### src/rtl/if_id_hazard.sv
// rtl/if_id_hazard.sv - IF/ID pipeline register with load-use stall, branch flush and memory freeze
module if_id_hazard #(
    parameter int STALL_CYCLES = 1,
    parameter int CNT_W        = 16
) (
    input  logic             clk,
    input  logic             reset,
    input  logic [31:0]      pc_in,
    input  logic [31:0]      instr_in,
    input  logic             instr_valid_in,
    input  logic             id_ex_MR,
    input  logic [3:0]       id_ex_WN,
    input  logic             branch_taken,
    input  logic             mem_busy,
    output logic [31:0]      pc_out,
    output logic [31:0]      instr_out,
    output logic             valid_out,
    output logic [3:0]       RN1_out,
    output logic [3:0]       RN2_out,
    output logic [3:0]       WN_out,
    output logic             stall,
    output logic             pc_write,
    output logic             bubble,
    output logic [CNT_W-1:0] stall_cnt,
    output logic [CNT_W-1:0] flush_cnt
);

    typedef enum logic {
        RUN   = 1'b0,
        STALL = 1'b1
    } state_t;

    state_t     state, state_n;
    logic [3:0] cnt, cnt_n;
    logic       hazard;
    logic       load;
    logic       flush;
    logic       count_stall;

    assign RN1_out = instr_out[23:20];
    assign RN2_out = instr_out[19:16];
    assign WN_out  = instr_out[27:24];

    // r0 is hardwired zero, so a load targeting it can never feed a dependent read
    assign hazard = valid_out & id_ex_MR & (id_ex_WN != 4'd0) &
                    ((id_ex_WN == RN1_out) | (id_ex_WN == RN2_out));

    always_comb begin
        state_n = state;
        cnt_n   = cnt;
        stall   = 1'b0;
        load    = 1'b0;
        flush   = 1'b0;
        if (branch_taken) begin
            flush   = 1'b1;
            state_n = RUN;
            cnt_n   = 4'd0;
        end else begin
            stall = (state == STALL) | hazard;
            if (!mem_busy) begin
                if (state == RUN) begin
                    if (hazard) begin
                        if (STALL_CYCLES > 1) begin
                            state_n = STALL;
                            cnt_n   = 4'(STALL_CYCLES - 1);
                        end
                    end else begin
                        load = 1'b1;
                    end
                end else begin
                    cnt_n = cnt - 4'd1;
                    if (cnt == 4'd1) begin
                        state_n = RUN;
                    end
                end
            end
        end
    end

    assign pc_write    = branch_taken | (~mem_busy & ~stall);
    assign bubble      = stall | mem_busy | branch_taken;
    assign count_stall = stall & ~mem_busy & ~branch_taken;

    always_ff @(posedge clk or posedge reset) begin
        if (reset) begin
            state <= RUN;
            cnt   <= 4'd0;
        end else begin
            state <= state_n;
            cnt   <= cnt_n;
        end
    end

    always_ff @(posedge clk or posedge reset) begin
        if (reset) begin
            pc_out    <= 32'd0;
            instr_out <= 32'd0;
            valid_out <= 1'b0;
        end else if (flush) begin
            pc_out    <= pc_in;
            instr_out <= 32'd0;
            valid_out <= 1'b0;
        end else if (load) begin
            pc_out    <= pc_in;
            instr_out <= instr_in;
            valid_out <= instr_valid_in;
        end
    end

    // Performance counters stick at all-ones rather than wrapping
    always_ff @(posedge clk or posedge reset) begin
        if (reset) begin
            stall_cnt <= '0;
            flush_cnt <= '0;
        end else begin
            if (count_stall && (stall_cnt != '1)) begin
                stall_cnt <= stall_cnt + CNT_W'(1);
            end
            if (branch_taken && (flush_cnt != '1)) begin
                flush_cnt <= flush_cnt + CNT_W'(1);
            end
        end
    end

endmodule

### config.mk
export PLATFORM = sky130hd
export DESIGN_NAME = if_id_hazard
export DESIGN_NICKNAME = d
export VERILOG_FILES = /design/src/rtl/if_id_hazard.sv
export SDC_FILE = /design/constraint.sdc
export NUM_CORES = 1
export LEC_CHECK = 0
export ABC_CLOCK_PERIOD_IN_PS = 4080
export CAP_MARGIN = 20
export CELL_PAD_IN_SITES_DETAIL_PLACEMENT = 2
export CELL_PAD_IN_SITES_GLOBAL_PLACEMENT = 2
export CORE_ASPECT_RATIO = 1.75
export CORE_MARGIN = 10
export CORE_UTILIZATION = 26
export CTS_BUF_LIST = sky130_fd_sc_hd__clkbuf_16
export CTS_CLUSTER_DIAMETER = 200
export DETAILED_ROUTE_END_ITERATION = 8
export PLACE_DENSITY_LB_ADDON = 0.3
export SYNTH_ARGS = -nofsm -noshare
export SYNTH_HDL_FRONTEND = slang
export SYNTH_SLANG_ARGS = --single-unit
export TNS_END_PERCENT = 100
### constraint.sdc
create_clock -name clk -period 4.08 [get_ports clk]
set_input_delay 1.02 -clock clk [delete_from_list [all_inputs] [get_ports clk]]
set_output_delay 1.02 -clock clk [all_outputs]
set_load 0.01 [all_outputs]
=== Word level (Yosys, flattened, before mapping) ===
Cells that the tools add are included.

* Register bits: 102
* Input bits: 74
* Output and inout port bits: 112
* Logic and storage cells: 55

* Add/subtract/negate cells: 3
* Equality and inequality tests: 6
* Muxes and demuxes: 19
* Bitwise gates (word level): 14
* Reduce and logical (&&, ||, !) cells: 6

{| class="wikitable"
|+ Operators with widths
! operator !! count
|-
| 32-bit 2-to-1 mux || 4
|-
| 16-bit by 1-bit adder with 16-bit output, second input constant || 2
|-
| 16-bit != test, second input constant || 2
|-
| 1-bit 2-to-1 mux || 12
|-
| 4-bit 2-to-1 mux || 3
|-
| 4-bit equality test || 2
|-
| 1-bit AND || 6
|-
| 1-bit OR || 5
|-
| 4-bit by 1-bit equality test with 1-bit output, second input constant || 1
|-
| 2-bit nonzero test || 2
|-
| 4-bit nonzero test || 1
|-
| 4-bit by 1-bit subtractor with 4-bit output, second input constant || 1
|-
| 1-bit NOT || 3
|-
| 1-bit logical AND || 2
|-
| 2-bit != test, second input constant || 1
|-
| 2-bit AND reduction || 1
|}

=== Logic depth before layout (Yosys ltp) ===
Gate-level depths: netlist of the first run.

* Word-level depth: 9
* Mapped depth: 7

=== Worst setup path after synthesis of the first run ===
No wires, ideal clock.

* Path type: input to output
* Start: input id_ex_WN[2]
* End: output stall
* Arrival: 2322 ps
* Slack: 738 ps
* Cell stages on the path: 5
* Buffers on the path: 1
* Path through: xnor2_1 > nand4_1 > a2111oi_4 > clkbuf_1 > or2_2

* Cells in the longest elaborated chain, start to end: 5
* Elaborated cells between the ends (all ways): 8
* Classes of those cells: 2 x eq/ne; 1 x mux; 4 x bitwise; 1 x reduce/logical

{| class="wikitable"
|+ RTL lines
! what !! line !! text
|-
| start, declared || 12 || <nowiki>input logic [3:0] id_ex_WN,</nowiki>
|-
| 4-bit equality test or 4-bit nonzero test (tied branches) || 46, 45 ||
|-
| 1-bit OR or 1-bit AND (tied branches) || 46, 45 ||
|-
| 1-bit AND * || 45 || <nowiki>assign hazard = valid_out & id_ex_MR & (id_ex_WN != 4'd0) &</nowiki>
|-
| 1-bit OR * || 59 || <nowiki>stall = (state == STALL) | hazard;</nowiki>
|-
| 1-bit 2-to-1 mux * || 54 || <nowiki>if (branch_taken) begin</nowiki>
|-
| end, declared || 21 || <nowiki>output logic stall,</nowiki>
|}

Every way passes the cells marked *; elsewhere a longest branch is shown, timed or not.

=== Final worst setup path of the first run ===
* Start: input id_ex_WN[0]
* End: output stall

Same word-level chain as after synthesis.

==> results of run 1 <==
-- logic make-up (layout without fill, tap and decap cells) --
kind of cell	Yosys count	count (layout)	synth area share
multiplexers	35	35	0.0834
buffers and inverters	42	228	0.0441
adder cells (fa/ha/maj)	4	4	0.0106
XOR/XNOR	38	38	0.0707
other	0	1	0
flip-flops	102	102	0.542
AND/OR/NAND/NOR	113	113	0.113
AO/OA/AOI/OAI	86	86	0.136
-- how the worst max path moves through the flow --
stage                      startpoint       end  cells past startpoint
after floorplan                 reset    cnt[0]                      1
after global placement    id_ex_WN[0]  pc_write                      9
after detailed placement  id_ex_WN[0]  pc_write                      9
after CTS                 id_ex_WN[2]     stall                      8
after global routing      id_ex_WN[1]     stall                      8
final                     id_ex_WN[0]     stall                      8
-- repair_timing --
item | in CTS | in global routing
buffers inserted | 1 | 0
hold endpoints to repair | 0 | 0
endpoints found under the setup margin | 3 | 1
hold buffers | 0 | 0
resized for setup | 6 | 0
pin swaps | 1 | 1
-- worst register-to-register path: stages, from the launching register on --
cell	delay (ns)
dfrtp_1	0.48
xnor2_1	0.16
nand4_1	0.14
a2111oi_4	0.08
buf_4	0.17
buf_4	0.15
a211o_2	0.35
inv_2	0.06
buf_4	0.38
mux2_2	0.41
-- power by group through the flow --
stage               sequential [W]  clock, W  combinational, W
finish                     0.00117  0.000871          0.000516
global route               0.00119  0.000948          0.000557
CTS                        0.00117  0.000904          0.000531
detailed placement         0.00119         0          0.000530
global placement           0.00119         0          0.000514
floorplan                  0.00121         0          0.000171
-- per-stage QoR --
| stage | setup WS, ns | utilization | hold slack, ns |
|---|---|---|---|
| after detailed placement | -0.289 | 0.382 | 0.478 |
| final | 0.121 | 0.398 | 0.491 |
| after floorplan | 0.385 | - | 0.497 |
| after CTS | 0.0694 | 0.398 | 0.495 |
| after global placement | -0.271 | 0.382 | 0.466 |
| after global routing | 0.00698 | 0.398 | 0.511 |
-- cells in the mapped netlist --
master,number
dfrtp_1,102
nand2_1,62
xnor2_1,33
mux2_1,29
o21ai_0,28
a2bb2oi_1,27
clkbuf_1,14
and3_1,13
buf_4,12
nor2_1,9
o2111ai_1,7
o211ai_1,7
and4_1,6
inv_1,6
nand3_1,6
a22o_1,5
buf_1,5
mux2_2,5
nand4_1,5
xor2_1,5
a21oi_1,4
buf_2,4
ha_1,4
and2_1,3
nor3_1,3
nor2b_1,2
or2_2,2
a2111oi_4,1
a211o_2,1
a211oi_1,1
a311oi_1,1
a31oi_1,1
a41oi_1,1
inv_2,1
mux2i_1,1
nor4_1,1
o21bai_1,1
o41a_1,1
or3_1,1
-- state kept, by name, summed over array words and instances (netlist names) --
register	count
cnt	4
flush_cnt	16
instr_out	32
pc_out	32
stall_cnt	16
state	1
valid_out	1
-- routing by layer --
metal	global-route usage	wire length [µm]	up-vias
met2	0.292	10900	79
met3	0.0336	706	12
met1	0.136	5710	2021
li1	-	-	1827
met5	0	0	-
met4	0.0497	286	0
-- cell type report --
cell class	count	share of cell area
Timing Repair Buffer	205	0.282
Inverter	7	0.00404
Tap cell	234	0.0411
Sequential cell	102	0.358
Antenna cell	1	0.000351
Clock buffer	9	0.0316
Clock inverter	7	0.00913
Multi-Input combinational cell	276	0.274
==> out/results.ini, run 1 <==
[status]
status=completed

[die]
die_h_um=198
rows=65
fp.dieW_um=122
coreArea_um2=17900
io_pins=186
die_area_um2=24100
initial_core_util=0.263

[setup_path]
crit_buf_inv=4
reg2reg_from=instr_out[22]
cp_cell_sequence=dlygate4sd2_1 > xnor2_1 > nand4_1 > a2111oi_4 > buf_4 > buf_4 > or2_2 > clkdlybuf4s50_1
critPathMostFrequentCell=buf_4
crit_required_ns=3.06
reg2reg_slack_ns=1.59
crit_family=buffers and inverters
reg2regPathDepth=9
arrival_ns=2.94
reg2reg_to=pc_out[16]
cp-start-kind=primary input
cp_slowest_stage_delay_ns=0.52
cp_slowest_cell=clkdlybuf4s50_1
crit_fanout=4
path_class=in -> out
cp-end-kind=primary output

[synth]
synth_nets=498
synth_seq_area_share=0.542
synth_top_area_share=0.542
synth_seq_cells=102
syn_inst=420
netlist_top_cells_area=dfrtp_1 (54%), mux2_1 (6.9%), xnor2_1 (6.1%)
syn_area_um2=4710
synth.distinct_cells=39
yosys_warnings=0
avgSynthCellArea_um2=11.2
synth_top_cell_by_area=dfrtp_1

[cells_and_area]
multi_input_area_um2=1950
layout_commonest_cell=clkdlybuf4s50_1
mostFrequentLayoutCells=clkdlybuf4s50_1 (179), dfrtp_1 (102), nand2_1 (62)
fill_cells=1898
drive_gt1_frac=0.0759
nNetsFinal=679
final_cells=841
regArea_um2=2550
area_growth_pct=51.3
stdcell_area_um2=7130

[pwr]
leakage_nw=2.99
power_switching_w=0.000697
power_frac_clock=0.341
power_density_nw_per_um2=359
p_int_w=0.00186
peakVddDrop_v=0.000172
combPwrFrac=0.202
power_w=0.00256
switching_share=0.272
pwr-share-seq=0.458

[place]
dp_cells=823
gp_congestion=0.773
placed_cell_area_um2=6830
portBuffers=185
dpl.hpwl_mm=13.8

[hold_path]
hold_depth=1
hold_end=pc_out[7]
hp-start=pc_out[7]
min_path_type=reg -> reg

[clocking]
clkSlewWorstSetupHoldPaths_ns=0.07
h-tree-depth=3
cts_tree=built
clock_latency_ns=0.35
cts_buffers=9
clockBufferDepth=2
cts_num_sinks=102
cts-root-buf=clkbuf_16

[timing]
worst_clock_skew_ns=0.00672
fin_crit_sh=0.970
fmax_mhz=253
fin_crit_ns=3.96
hold_viol_final=0
slew_headroom=0.538
slew_violations=0
finalSetupTns_ns=0
setup_viol=0
rsz0062_at_grt=no
worstMarginPinSlew_ns=0.688

[route]
avgRoutedWirePerCell_um=21.0
antenna_left=0
dr_total_vias=3939
drt_iter0_drc=79
via_per_inst=4.68
first_pass_iters=4
drc=0
wl_mm=17.6

[job]
max-cap-violations=0

[global_route]
grt_max_degree=56
grt_overflow_total=0
grt_pass1_vias=4589
antenna_found_initial=1
grt.total_usage=0.146
grt_first_pass_wirelength_mm=27.3

Power figures use the tool's default switching activity.
==> inputs of run 2 (changes only) <==
- PLACE_DENSITY: unset -> 0.91
- PLACE_DENSITY_LB_ADDON: 0.3 -> unset
==> run 2 against run 1 <==
Against the previous run: worst hold slack improved by 0.0050 ns; global-route usage increased by 0.16 points; first-iteration DRC count increased by 77%; via count increased by 1.3%; largest power group unchanged; highest routed layer unchanged.
==> out/results.ini, run 2 (synthesis results as in run 1) <==
[setup_path]
crit_required_ns=3.06
startpoint=id_ex_WN[3]
cp-end-kind=primary output
path_class=in -> out
crit_fanout=4
cp-start-kind=primary input
reg2reg_from=instr_out[19]
reg2regPathDepth=8
arrival_ns=2.88

[route]
antenna_left=0
drc=0
first_pass_iters=4
avgRoutedWirePerCell_um=21.2
dr_total_vias=3992
drt_iter0_drc=140
wl_mm=17.7
via_per_inst=4.76

[pwr]
peakVddDrop_v=0.000176
power_density_nw_per_um2=349
leakage_nw=3.02

[cells_and_area]
antenna_cells=0
final_cells=839
area_growth_pct=51.5
reg.largest.list=instr_out (32), pc_out (32)
drive_gt1_frac=0.0843
layout_commonest_cell=clkdlybuf4s50_1
mostFrequentLayoutCells=clkdlybuf4s50_1 (178), dfrtp_1 (102), nand2_1 (62)
nNetsFinal=679

[timing]
fin_crit_ns=3.90
finalSetupTns_ns=0
rsz0062_at_grt=no
worst_clock_skew_ns=0.00780
slew_headroom=0.568
fin_crit_sh=0.956
setup_viol=0
fin_ws_ns=0.178
slew_violations=0
fmax_mhz=256
holdWs_ns=0.496
worstMarginPinSlew_ns=0.643
hold_viol_final=0

[global_route]
grt_pass1_vias=4676
grt_util_met3=0.0362
busiest_layer=met2
grt_first_pass_wirelength_mm=27.4
grt_max_degree=103
grt_overflow_total=0
grt.total_usage=0.147
antenna_found_initial=0
use_met2=0.287
grt_util_met1=0.141

[clocking]
cts_num_sinks=102
cts_tree=built
cts-root-buf=clkbuf_16
clock_latency_ns=0.35
h-tree-depth=3
clkSlewWorstSetupHoldPaths_ns=0.07
clockBufferDepth=2
cts_buffers=9

[place]
portBuffers=185
place_ws_ns=-0.278
dp_cells=823
dpl.hpwl_mm=14.0
gp_congestion=0.792

[die]
coreArea_um2=17900
io_pins=186
rows=65
initial_core_util=0.263
fp.dieW_um=122
die_area_um2=24100
die_h_um=198

[hold_path]
min_path_type=reg -> reg
hp-start=pc_out[23]
hold_depth=1

[job]
max-cap-violations=0

[status]
status=completed

run 2: cell types whose count changed in the layout (fill, tap and decap cells not counted), moves of 2 or more:
cell | previous run | this run
xnor2_1 | 33 | 29
xnor2_2 | 0 | 4
dlygate4sd2_1 | 6 | 4
dlymetal6s2s_1 | 0 | 2
run 2: worst paths after layout:
kind / end / slack [ns]
worst max-delay path: bubble / 0.18
worst min-delay path: pc_out[23] / 0.50
worst max register to register: stall_cnt[1] / 1.59
worst min register to register: pc_out[23] / 0.50
max in group asynchronous: instr_out[28] / 2.47
min in group asynchronous: pc_out[10] / 1.15
run 2: metrics by stage:
stage / utilization / total power [W] / instance area [µm²]
after floorplan: - / 0.00138 / 4710
after global placement: 0.382 / 0.00169 / 6830
after detailed placement: 0.382 / 0.00173 / 6830
after CTS: 0.397 / 0.00255 / 7110
after global routing: 0.399 / 0.00263 / 7140
final: 0.399 / 0.00249 / 7140
run 2: repair_timing:
item                       in CTS  in global routing
gates resized for setup         6                  8
hold buffers                    0                  0
setup buffers                   1                  0
hold endpoints to repair        0                  0
setup endpoints to repair       3                  2
pin swaps                       3                  3
run 2: final cells by class:
class	instances	area (µm²)
clock buffers	9	225
clock inverters	6	38.8
fillers	1893	10800
inverters	7	28.8
multi-input cells	276	1990
flip-flops and latches	102	2550
well taps	234	293
repair buffers	205	2010
run 2: layer usage:
metal	wire (µm)	share of wire
met2	10600	0.60
met4	495	0.028
met1	5960	0.34
met3	694	0.039
met5	0	0
run 2: critical path: stages:
cell and delay (ns):
dlygate4sd2_1 0.30, xnor2_2 0.17, nand4_1 0.18, a2111oi_4 0.37, buf_4 0.20, buf_4 0.12, nor3_1 0.04, buf_4 0.14
inv_1 0.05, dlygate4sd2_1 0.29
run 2: where the power goes:
group	internal [W]	total, W	switching (W)
combinational	0.000299	0.000525	0.000225
sequential	0.00109	0.00117	0.0000817
clock	0.000410	0.000794	0.000385
total	0.00180	0.00249	0.000692
